--- config.mk ---
export PLATFORM = sky130hd
export DESIGN_NAME = apb_rr_arbiter
export DESIGN_NICKNAME = d
export VERILOG_FILES = /design/src/rtl/apb_rr_arbiter.sv
export SDC_FILE = /design/constraint.sdc
export NUM_CORES = 1
export LEC_CHECK = 0
export BUFFER_PORTS_ARGS = -buffer_cell sky130_fd_sc_hd__buf_2
export CORE_AREA = 2 2 108 110
export CTS_BUF_LIST = sky130_fd_sc_hd__clkbuf_8
export CTS_CLUSTER_DIAMETER = 40
export DETAILED_ROUTE_END_ITERATION = 7
export DIE_AREA = 0 0 110 112
export PLACE_DENSITY = 0.74
export RECOVER_POWER = 100
export SLEW_MARGIN = 20
export SYNTH_ARGS = -nofsm -noshare
export SYNTH_HDL_FRONTEND = slang
export SYNTH_SLANG_ARGS = --single-unit
--- constraint.sdc ---
create_clock -name clk_i -period 5.1 [get_ports clk_i]
set_input_delay 1.02 -clock clk_i [delete_from_list [all_inputs] [get_ports clk_i]]
set_output_delay 1.02 -clock clk_i [all_outputs]
set_load 0.03 [all_outputs]
--- src/rtl/apb_rr_arbiter.sv ---
// Round-robin sharing of one APB master port among NUM_REQ requesters; 1 arbitration + 1 SETUP cycle before ACCESS.
// Losing requesters wait with PREADY low; a watchdog error-completes ACCESS phases that exceed TIMEOUT_CYCLES.
module apb_rr_arbiter #(
  parameter int NUM_REQ        = 2,
  parameter int APB_ADDR_WIDTH = 32,
  parameter int APB_DATA_WIDTH = 32,
  parameter int TIMEOUT_CYCLES = 256
) (
  input  logic                              clk_i,
  input  logic                              rst_i,
  input  logic [NUM_REQ-1:0]                req_psel_i,
  input  logic [NUM_REQ-1:0]                req_penable_i,
  input  logic [NUM_REQ-1:0]                req_pwrite_i,
  input  logic [NUM_REQ*APB_ADDR_WIDTH-1:0] req_paddr_i,
  input  logic [NUM_REQ*APB_DATA_WIDTH-1:0] req_pwdata_i,
  output logic [NUM_REQ-1:0]                req_pready_o,
  output logic [APB_DATA_WIDTH-1:0]         req_prdata_o,
  output logic                              req_pslverr_o,
  output logic                              m_psel_o,
  output logic                              m_penable_o,
  output logic                              m_pwrite_o,
  output logic [APB_ADDR_WIDTH-1:0]         m_paddr_o,
  output logic [APB_DATA_WIDTH-1:0]         m_pwdata_o,
  input  logic [APB_DATA_WIDTH-1:0]         m_prdata_i,
  input  logic                              m_pready_i,
  input  logic                              m_pslverr_i,
  output logic [NUM_REQ-1:0]                grant_o,
  output logic                              timeout_o
);

  localparam int IDX_W = $clog2(NUM_REQ);
  localparam int CNT_W = (TIMEOUT_CYCLES > 1) ? $clog2(TIMEOUT_CYCLES) : 1;

  typedef enum logic [1:0] {S_IDLE, S_SETUP, S_ACCESS} state_t;

  state_t             state;
  logic [IDX_W-1:0]   ptr;
  logic [IDX_W-1:0]   gnt_idx;
  logic [CNT_W-1:0]   cnt;
  logic               win_vld;
  logic [IDX_W-1:0]   win_idx;
  int                 cand;
  logic               in_access;
  logic               tmo_hit;
  logic               done;

  // Search starts one past the last owner so the previous winner is considered last.
  always_comb begin
    win_vld = 1'b0;
    win_idx = '0;
    cand    = 0;
    for (int k = 1; k <= NUM_REQ; k++) begin
      cand = (int'(ptr) + k) % NUM_REQ;
      if (!win_vld && req_psel_i[IDX_W'(cand)]) begin
        win_vld = 1'b1;
        win_idx = IDX_W'(cand);
      end
    end
  end

  // Completion is combinational so the requester sees PREADY in the slave's PREADY cycle.
  always_comb begin
    in_access     = (state == S_ACCESS) && !rst_i;
    tmo_hit       = (TIMEOUT_CYCLES != 0) && in_access && !m_pready_i &&
                    (cnt == CNT_W'(TIMEOUT_CYCLES - 1));
    done          = in_access && (m_pready_i || tmo_hit);
    req_pready_o  = done ? grant_o : '0;
    req_prdata_o  = (in_access && m_pready_i) ? m_prdata_i : '0;
    req_pslverr_o = (in_access && m_pready_i) ? m_pslverr_i : tmo_hit;
    timeout_o     = tmo_hit;
  end

  always_ff @(posedge clk_i) begin
    if (rst_i) begin
      state       <= S_IDLE;
      ptr         <= IDX_W'(NUM_REQ - 1);
      gnt_idx     <= '0;
      grant_o     <= '0;
      cnt         <= '0;
      m_psel_o    <= 1'b0;
      m_penable_o <= 1'b0;
      m_pwrite_o  <= 1'b0;
      m_paddr_o   <= '0;
      m_pwdata_o  <= '0;
    end else begin
      case (state)
        S_IDLE: begin
          if (win_vld) begin
            gnt_idx    <= win_idx;
            grant_o    <= NUM_REQ'(1) << win_idx;
            m_psel_o   <= 1'b1;
            m_pwrite_o <= req_pwrite_i[win_idx];
            m_paddr_o  <= req_paddr_i[win_idx*APB_ADDR_WIDTH +: APB_ADDR_WIDTH];
            m_pwdata_o <= req_pwdata_i[win_idx*APB_DATA_WIDTH +: APB_DATA_WIDTH];
            state      <= S_SETUP;
          end
        end
        S_SETUP: begin
          m_penable_o <= 1'b1;
          cnt         <= '0;
          state       <= S_ACCESS;
        end
        S_ACCESS: begin
          if (done) begin
            ptr         <= gnt_idx;
            grant_o     <= '0;
            cnt         <= '0;
            m_psel_o    <= 1'b0;
            m_penable_o <= 1'b0;
            m_pwrite_o  <= 1'b0;
            m_paddr_o   <= '0;
            m_pwdata_o  <= '0;
            state       <= S_IDLE;
          end else begin
            cnt <= cnt + 1'b1;
          end
        end
        default: state <= S_IDLE;
      endcase
    end
  end

  logic unused_penable;
  assign unused_penable = ^req_penable_i;

endmodule

==> flow_metrics.py, run 1 <==
metrics = {
    "grt": {
        "grtUsageMet2_pct": 31.6,
        "antenna_found_initial": 1,
        "grt_start_max_net_pins": 87,
        "grt-ovfl-total": 0,
        "grt_pass1_wl_um": 19200,
        "gr-usage-met1_pct": 25.3,
        "number_of_global_route_vias_before_repair": 4104,
        "gr-max-usage-layer": "met2",
        "global_route.usage.total_pct": 19.3,
        "globalRouteMet3Util_pct": 4.74,
    },
    "synth": {
        "synth.top_cells.by_area": "sky130_fd_sc_hd__dfxtp_1 (38%), sky130_fd_sc_hd__mux2i_1 (16%), sky130_fd_sc_hd__or3_1 (9.7%)",
        "part_of_the_yosys_area_used_for_sequential_elements_pct": 37.9,
        "syn_area_per_cell_um2": 8.55,
        "ys.warnings.count": 0,
        "synth_top_flop_cell": "sky130_fd_sc_hd__dfxtp_1",
        "synth_cells": 500,
        "yosysTopAreaCell": "sky130_fd_sc_hd__dfxtp_1",
        "synth-edff-count": 0,
        "syn_area_um2": 4270,
        "synth_top_cells_by_count": "sky130_fd_sc_hd__dfxtp_1 (81), sky130_fd_sc_hd__a21oi_1 (74), sky130_fd_sc_hd__mux2i_1 (67)",
        "synth-async-reset-ratio_pct": 0,
        "postSynthNetCount": 674,
        "yosys.cell_count.top_type": "sky130_fd_sc_hd__dfxtp_1",
        "synth_largest_type_area_fraction_pct": 37.9,
        "yosys.cell_types.count": 34,
        "yosys_register_bits": 81,
    },
    "finish": {
        "areaGrowthSynthToFinish_pct": 34.1,
        "final-instance-count-excl-fill": 888,
        "post-route-cell-area_um2": 5730,
        "finish.net_count": 913,
        "post_route_cells_drive_above_1_share_pct": 25.7,
        "finish.utilization_pct": 51.3,
    },
    "outcome": {
        "result_of_the_run": "complete, no violations",
    },
    "setup_path": {
        "timing.critical_path.slowest_cell_delay_ns": 0.95,
        "critical_path_arrival_ns": 2.99,
        "worst-path-max-fanout": 36,
        "cp_num_buf_inv": 3,
        "worstPathCellList": "inv_1, ha_1, nand2b_1, nor2_1, buf_4, and2_1, clkbuf_1",
        "cp.depth": 7,
        "largest_delay_share_family_worst_path": "adder cells",
        "startpoint_type": "register",
        "critical_path.endpoint_type": "primary output",
        "number_of_cells_on_the_worst_reg_to_reg_path": 8,
        "crit_required_ns": 4.08,
        "crit_type": "register to primary output",
        "critical-path-slowest-cell": "sky130_fd_sc_hd__ha_1",
    },
    "sta": {
        "finalHoldViolations": 0,
        "skew_ns": 0.0163,
        "rsz0062_at_grt": "false",
        "fin_tns_setup_ns": 0,
        "period_share_pct": 78.6,
        "min_period_ns": 4.01,
        "setup_viol_count_final": 0,
        "timing_worst_slew_pin_value_ns": 1.20,
        "fmax_mhz": 249,
        "final_max_slew_viol_count": 0,
        "max_slew_margin_pct": 20.3,
    },
    "placement": {
        "numPortBuffers": 271,
        "place_congestion": 0.764,
        "placed_cell_area_um2": 5620,
        "dp.cells": 871,
        "dpl.hpwl_um": 8800,
    },
    "detailed_routing": {
        "route.detailed.vias_per_inst": 4.98,
        "num_vias": 4418,
        "remaining_drc_errors": 0,
        "avgRoutedWirePerCell_um": 14.0,
        "drt_iter0_markers": 279,
        "routed_wirelength_um": 12400,
        "ant_nets": 0,
        "drt_pass1_iterations": 4,
    },
    "die": {
        "die_area_um2": 12300,
        "ios": 275,
        "floorplan.initialDensity_pct": 38.2,
        "std_cell_rows": 39,
        "die_height_um": 112,
        "die_x_um": 110,
        "core_region_area_um2": 11200,
    },
    "clocking": {
        "cts.hold.buffers_added": 0,
        "clock_tree_from_tritoncts": "built",
        "cts.repair.resized": 0,
        "clock_latency_ns": 0.35,
        "clk_pin_slew_ns": 0.08,
        "post_cts_setup_buffer_count": 0,
        "cts_num_sinks": 81,
        "cts.htree.levels": 3,
        "cts-buffers-inserted": 9,
        "cts_root_buffer": "sky130_fd_sc_hd__clkbuf_8",
        "clk_path_buf_depth": 2,
    },
    "power_and_ir_drop": {
        "powerDensity_nw_per_um2": 314,
        "power.static_leakage_nw": 2.23,
        "irDropWorstVdd_mv": 0.175,
    },
    "hold_path": {
        "hold_class": "register to register",
        "holdPathStages": 2,
    },
    "run": {
        "cap_violations": 0,
    },
}
worst min-delay path, cell delays in order (launching register included):
cell and delay [ns]:
sky130_fd_sc_hd__dfxtp_1 0.31, sky130_fd_sc_hd__o21ai_0 0.07, sky130_fd_sc_hd__a21oi_1 0.06
layout by cell type (no fill, tap or decap), types with 5 or more instances in the layout:
cell type | netlist | layout
sky130_fd_sc_hd__inv_1 | 4 | 5
sky130_fd_sc_hd__clkbuf_1 | 37 | 104
sky130_fd_sc_hd__buf_2 | 3 | 167
sky130_fd_sc_hd__mux2i_1 | 67 | 67
sky130_fd_sc_hd__nor2_1 | 15 | 15
sky130_fd_sc_hd__and2_1 | 32 | 32
sky130_fd_sc_hd__o21ai_0 | 60 | 69
sky130_fd_sc_hd__or3_1 | 66 | 66
sky130_fd_sc_hd__dfxtp_1 | 81 | 81
sky130_fd_sc_hd__a21oi_1 | 74 | 74
sky130_fd_sc_hd__clkbuf_8 | 0 | 9
sky130_fd_sc_hd__nand2_1 | 6 | 6
final cells by class:
cell class                      instances  area [um2]
Antenna cell                            1        2.50
Clock buffer                            9         124
Clock inverter                          7         120
Fill cell                            1199        5440
Inverter                                4        15.0
Multi-Input combinational cell        366        2390
Sequential cell                        81        1620
Tap cell                              143         179
Timing Repair Buffer                  277        1280
power by group:
part,leakage [nW],switching (mW),internal (mW)
Sequential,0.665,0.0313,0.701
Clock,0.125,0.242,0.326
Combinational,1.44,0.328,0.172
Total,2.23,0.602,1.20
stage by stage:
step / power (mW) / hold slack, ns / setup WS (ns)
2_1_floorplan: 1.09 / 0.441 / 1.97
3_3_place_gp: 1.26 / 0.454 / 1.83
3_5_place_dp: 1.27 / 0.461 / 1.83
4_1_cts: 1.84 / 0.471 / 1.62
5_1_grt: 1.90 / 0.496 / 0.743
6_report: 1.80 / 0.474 / 1.09
state kept, by name (all words and copies together), names as in the netlist:
| signal | flops |
|---|---|
| grant_o | 2 |
| state | 2 |
| m_psel_o | 1 |
| cnt | 8 |
| m_pwdata_o | 32 |
| gnt_idx | 1 |
| m_penable_o | 1 |
| m_paddr_o | 32 |
| m_pwrite_o | 1 |
| ptr | 1 |
metal layers:
layer | share of wire, % | routed length (um)
met1 | 45 | 5640
met2 | 47 | 5860
met3 | 6.7 | 840
met4 | 0.88 | 110
met5 | 0 | 0
worst paths after layout:
path                 startpoint                to  slack [ns]
setup / recovery       state[0]  req_prdata_o[24]        1.09
hold / removal    m_paddr_o[20]     m_paddr_o[20]        0.47
setup reg to reg       state[0]     m_pwdata_o[2]        1.24
hold reg to reg   m_paddr_o[20]     m_paddr_o[20]        0.47
cell families after synthesis:
| logic type | Yosys count | share of synthesized area (%) |
|---|---|---|
| multiplexers | 67 | 15.7 |
| buffers and inverters | 53 | 6.59 |
| flip-flops | 81 | 37.9 |
| XOR/XNOR | 7 | 1.43 |
| AND/OR/NAND/NOR | 138 | 19.0 |
| adder cells (fa/ha/maj) | 4 | 1.17 |
| AO/OA/AOI/OAI | 150 | 18.2 |
No activity file was read; power rests on OpenSTA's default activity.
==> run 2, diff against run 1 <==
Settings changed: CORE_AREA 2 2 108 110 to not set, CORE_MARGIN set to 1.5, CORE_UTILIZATION set to 40, DIE_AREA 0 0 110 112 to not set, PLACE_DENSITY 0.74 to 0.79.
Clock period 5.1 ns to 3.3 ns, I/O delays scaled along.
==> run 2 against run 1 <==
  * Sequential power grew 56%
  * Sequential share of layout area grew 0.36 points
  * Die area shrank 8.2%
  * Wire length grew 4.0%
  * Largest cell class unchanged
  * Largest power group unchanged
  * Non-clock buffer count grew 2
  * First-iteration DRC count shrank 4.3%
==> flow_metrics.py, run 2 (synthesized netlist as in run 1, its figures left out) <==
metrics = {
    "hold_path": {
        "holdPathEnd": "m_paddr_o[30]",
        "hold_path.startpoint": "m_paddr_o[30]",
        "holdPathStages": 2,
        "hold_class": "register to register",
    },
    "die": {
        "die_x_um": 106,
        "ios": 275,
        "die_height_um": 106,
        "core_region_area_um2": 10300,
        "die_area_um2": 11300,
        "floorplan.initialDensity_pct": 41.4,
        "std_cell_rows": 37,
    },
    "clocking": {
        "cts_root_buffer": "sky130_fd_sc_hd__clkbuf_8",
        "cts.hold.buffers_added": 0,
        "cts.htree.levels": 3,
        "cts.repair.resized": 0,
        "clk_pin_slew_ns": 0.09,
        "clk_path_buf_depth": 2,
        "clock_tree_from_tritoncts": "built",
        "post_cts_setup_buffer_count": 0,
        "cts-buffers-inserted": 9,
        "cts_num_sinks": 81,
        "clock_latency_ns": 0.33,
    },
    "grt": {
        "grt_start_max_net_pins": 135,
        "grt-ovfl-total": 0,
        "grt_pass1_wl_um": 20100,
        "number_of_global_route_vias_before_repair": 4378,
        "antenna_found_initial": 0,
        "global_route.usage.total_pct": 21.7,
    },
    "detailed_routing": {
        "drt_pass1_iterations": 6,
        "route.detailed.vias_per_inst": 5.20,
        "remaining_drc_errors": 0,
        "num_vias": 4578,
        "routed_wirelength_um": 12900,
        "ant_nets": 0,
        "avgRoutedWirePerCell_um": 14.7,
        "drt_iter0_markers": 267,
    },
    "finish": {
        "antenna_cells": 0,
        "finish.utilization_pct": 54.8,
        "post_route_cells_drive_above_1_share_pct": 27.1,
        "final_cell_mix": "sky130_fd_sc_hd__buf_2 (177), sky130_fd_sc_hd__clkbuf_1 (94), sky130_fd_sc_hd__dfxtp_1 (81)",
        "finish.net_count": 915,
        "areaGrowthSynthToFinish_pct": 32.5,
        "most_common_library_cell_in_the_layout_ignoring_fill_and_taps": "sky130_fd_sc_hd__buf_2",
        "largest_registers": "m_paddr_o (32), m_pwdata_o (32), cnt (8)",
    },
    "setup_path": {
        "timing.critical_path.slowest_cell_delay_ns": 0.39,
        "critical_path_arrival_ns": 2.15,
        "critical_path.endpoint_type": "primary output",
        "worst_r2r_startpoint": "state[0]",
        "worst-path-max-fanout": 32,
        "critical-path-slowest-cell": "sky130_fd_sc_hd__clkbuf_2",
        "crit_required_ns": 2.64,
        "setup.reg_to_reg.worst_slack_ns": 0.70,
        "timing.rr.end": "m_pwdata_o[15]",
        "crit_type": "register to primary output",
        "number_of_cells_on_the_worst_reg_to_reg_path": 8,
        "worstPathCellList": "inv_1, ha_1, nand2b_1, nor2_1, clkbuf_2, and2_1, clkbuf_1",
        "startpoint_type": "register",
    },
    "sta": {
        "skew_ns": 0.0106,
        "rsz0062_at_grt": "false",
        "setup_viol_count_final": 0,
        "min_period_ns": 2.81,
        "max_slew_margin_pct": 45.2,
        "fin_tns_setup_ns": 0,
        "timing_worst_slew_pin_value_ns": 0.822,
        "period_share_pct": 85.2,
        "fmax_mhz": 356,
        "finalHoldViolations": 0,
        "final_max_slew_viol_count": 0,
    },
    "power_and_ir_drop": {
        "irDropWorstVdd_mv": 0.222,
        "power.static_leakage_nw": 2.23,
        "powerDensity_nw_per_um2": 447,
    },
    "placement": {
        "numPortBuffers": 271,
        "place_congestion": 0.801,
        "dpl.hpwl_um": 9290,
    },
    "run": {
        "cap_violations": 0,
    },
    "outcome": {
        "result_of_the_run": "complete, no violations",
    },
}
run 2: cell types whose count changed in the layout (fill, tap and decap cells not counted), moves of 2 or more:
cell,delta
sky130_fd_sc_hd__clkinv_2,+4
sky130_fd_sc_hd__clkbuf_1,-10
sky130_fd_sc_hd__buf_2,+10
sky130_fd_sc_hd__and2_0,+7
sky130_fd_sc_hd__clkinv_4,-2
sky130_fd_sc_hd__bufinv_16,-3
sky130_fd_sc_hd__and2_1,-7
sky130_fd_sc_hd__clkbuf_2,+2
run 2: worst max path at each step:
stage	cells after the start	startpoint	slack, ns	endpoint
after detailed placement	7	rst_i	0.74	grant_o[1]
after floorplan	2	rst_i	0.89	timeout_o
after global placement	7	rst_i	0.79	m_pwdata_o[4]
final	7	state[0]	0.49	req_prdata_o[25]
after global routing	7	state[0]	0.30	req_prdata_o[25]
after CTS	5	cnt[0]	0.70	req_pready_o[0]
run 2: final cells by class:
type	instances	area, um2
well taps	136	170
multi-input cells	366	2380
clock inverters	6	36.3
fillers	1004	4660
repair buffers	279	1320
clock buffers	9	124
inverters	4	15.0
flip-flops and latches	81	1620
run 2: metrics by stage:
stage	power (mW)	hold WS [ns]	cells	instance area (um2)	setup WS, ns
4_1_cts	2.59	0.476	881	5800	0.697
5_1_grt	2.68	0.502	881	5660	0.304
3_5_place_dp	1.96	0.464	866	5640	0.738
3_3_place_gp	1.93	0.454	866	5640	0.794
6_report	2.53	0.476	881	5660	0.489
2_1_floorplan	1.69	0.441	500	4270	0.888
run 2: report_power, final:
| group | switching (mW) | internal [mW] | total (mW) |
|---|---|---|---|
| Sequential | 0.0535 | 1.08 | 1.14 |
| Clock | 0.353 | 0.265 | 0.618 |
| Combinational | 0.508 | 0.266 | 0.774 |
run 2: routing by layer:
metal | global-route usage [%] | vias up | share of wire (%)
li1 | - | 2250 | -
met1 | 27.7 | 2157 | 44
met3 | 4.05 | 7 | 6.5
met4 | 6.18 | 0 | 0.78
met2 | 37.2 | 164 | 49
met5 | 0 | - | 0
run 2: critical path: cells and delay by family, from the launching register on:
family                     cells  cell delay, ns
and+or+nand+nor                3            0.46
buffers and inverters          3            0.83
DFF                            1            0.34
adders and majority gates      1            0.18
==> run 3, diff against run 2 <==
==> constraint.sdc (replaced) <==
create_clock -name clk_i -period 3.3 [get_ports clk_i]
set_input_delay 0.33 -clock clk_i [delete_from_list [all_inputs] [get_ports clk_i]]
set_output_delay 0.33 -clock clk_i [all_outputs]
set_load 0.03 [all_outputs]
==> run 3 against run 2 <==
  * The run now ends with max-capacitance violations, max-slew violations left
  * Cell area rose by 0.46%
  * Wire length is essentially flat
  * Setup slack gained 0.0035 ns
  * Cell count grew 0.11%
  * Sequential share of layout area fell by 0.13 points
  * Sequential power about the same
  * Worst hold slack got worse by 0.19 ns
  * Critical path depth unchanged
  * Clock skew grew 0.0018 ns
  * Sequential cell count stayed put
  * Critical endpoint is now req_prdata_o[22]
==> flow_metrics.py, run 3 (synthesized netlist as in run 1, its figures left out) <==
metrics = {
    "grt": {
        "global_route.usage.total_pct": 21.8,
        "number_of_global_route_vias_before_repair": 4360,
        "grt_start_max_net_pins": 54,
        "grt-ovfl-total": 0,
        "grt_pass1_wl_um": 20000,
        "antenna_found_initial": 0,
    },
    "placement": {
        "numPortBuffers": 271,
        "dpl.hpwl_um": 9640,
        "placed_cell_area_um2": 5650,
        "place_congestion": 0.824,
    },
    "finish": {
        "finish.net_count": 915,
        "area.sequential_um2": 1620,
        "most_common_library_cell_in_the_layout_ignoring_fill_and_taps": "sky130_fd_sc_hd__buf_2",
        "multiInputGateArea_um2": 2390,
        "areaGrowthSynthToFinish_pct": 33.1,
        "largest_registers": "m_paddr_o (32), m_pwdata_o (32), cnt (8)",
        "post_route_cells_drive_above_1_share_pct": 26.8,
        "post-route-cell-area_um2": 5690,
        "n_fill_cell": 1010,
        "antenna_cells": 0,
        "final_cell_mix": "sky130_fd_sc_hd__buf_2 (174), sky130_fd_sc_hd__clkbuf_1 (97), sky130_fd_sc_hd__dfxtp_1 (81)",
    },
    "setup_path": {
        "critical_path_arrival_ns": 2.48,
        "crit_type": "register to primary output",
        "worst-path-max-fanout": 32,
        "critical_path.endpoint_type": "primary output",
        "critical-path-slowest-cell": "sky130_fd_sc_hd__ha_2",
        "startpoint_type": "register",
        "cp_num_buf_inv": 3,
        "timing.critical_path.slowest_cell_delay_ns": 0.42,
        "worst_r2r_startpoint": "state[0]",
        "crit_required_ns": 2.97,
        "worstPathCellList": "inv_1, ha_2, nand2b_1, nor2_1, clkbuf_2, and2_1, clkbuf_1",
        "largest_delay_share_family_worst_path": "buffers and inverters",
        "worstSetupStartpoint": "state[0]",
    },
    "clocking": {
        "clock_tree_from_tritoncts": "built",
        "clock_latency_ns": 0.34,
        "cts.hold.buffers_added": 0,
        "post_cts_setup_buffer_count": 0,
        "cts.htree.levels": 3,
        "clk_path_buf_depth": 2,
        "cts_num_sinks": 81,
        "clk_pin_slew_ns": 0.08,
        "cts-buffers-inserted": 9,
        "cts_root_buffer": "sky130_fd_sc_hd__clkbuf_8",
        "cts.repair.resized": 0,
    },
    "sta": {
        "period_share_pct": 85.1,
        "max_slew_margin_pct": -30.0,
        "fin_tns_setup_ns": 0,
        "rsz0062_at_grt": "false",
        "fmax_mhz": 356,
        "setup_viol_count_final": 0,
        "finalHoldViolations": 0,
        "skew_ns": 0.0125,
        "timing_worst_slew_pin_value_ns": 1.95,
        "min_period_ns": 2.81,
        "final_max_slew_viol_count": 47,
    },
    "power_and_ir_drop": {
        "portion_of_total_power_attributed_to_sequential_cells_pct": 44.6,
        "comb_power_share_pct": 30.9,
        "power_report.internal_total_mw": 1.63,
        "power.static_leakage_nw": 2.23,
        "p_clk_share_pct": 24.4,
        "powerDensity_nw_per_um2": 447,
        "switching_share_of_total_power_pct": 36.1,
        "power.switching_mw": 0.918,
        "irDropWorstVdd_mv": 0.204,
    },
    "die": {
        "core_region_area_um2": 10300,
        "die_x_um": 106,
        "ios": 275,
        "die_area_um2": 11300,
        "std_cell_rows": 37,
        "floorplan.initialDensity_pct": 41.4,
        "die_height_um": 106,
    },
    "outcome": {
        "result_of_the_run": "finished with violations",
        "failed_checks": "max-capacitance violations, max-slew violations",
    },
    "detailed_routing": {
        "drt_pass1_iterations": 4,
        "ant_nets": 0,
        "remaining_drc_errors": 0,
        "route.detailed.vias_per_inst": 5.16,
        "num_vias": 4555,
        "drt_iter0_markers": 226,
        "routed_wirelength_um": 13000,
        "avgRoutedWirePerCell_um": 14.7,
    },
    "hold_path": {
        "hold_path.startpoint": "req_psel_i[0]",
        "hold_class": "input port to register",
    },
    "run": {
        "cap_violations": 1,
    },
}
-- run 3: final timing paths --
path	end	slack, ns	cells past startpoint
worst min-delay path	gnt_idx	0.28	2
worst max register to register	m_paddr_o[21]	0.54	8
worst max-delay path	req_prdata_o[22]	0.49	7
worst min register to register	m_paddr_o[20]	0.47	2
-- run 3: power by group through the flow --
stage	clock [mW]	sequential [mW]	combinational (mW)
final	0.622	1.14	0.787
after global routing	0.688	1.15	0.861
after CTS	0.643	1.13	0.823
after detailed placement	0	1.15	0.820
after global placement	0	1.15	0.797
after floorplan	0	1.35	0.337
-- run 3: cell type report --
cell class | count | area share, %
clock inverter | 7 | 0.704
timing repair buffer | 279 | 23.3
multi-input combinational | 366 | 42.1
inverter | 4 | 0.264
clock buffer | 9 | 2.18
tap | 136 | 2.99
sequential | 81 | 28.5
-- run 3: stage by stage --
step | util, % | std cells | setup slack [ns] | hold WS, ns | power (mW)
CTS | 56.3 | 882 | 0.750 | 0.258 | 2.60
global route | 55.1 | 882 | 0.254 | 0.296 | 2.70
finish | 55.1 | 882 | 0.493 | 0.284 | 2.54
detailed placement | 54.8 | 866 | 0.776 | 0.460 | 1.97
floorplan | - | 500 | 1.28 | 0.441 | 1.69
global placement | 54.8 | 866 | 0.928 | 0.451 | 1.95
-- run 3: metal layers --
layer / vias up / global-route usage [%] / wire (um)
li1: 2253 / - / -
met1: 2133 / 27.1 / 5470
met2: 163 / 38.3 / 6430
met3: 6 / 3.92 / 967
met4: 0 / 6.27 / 88
met5: - / 0 / 0
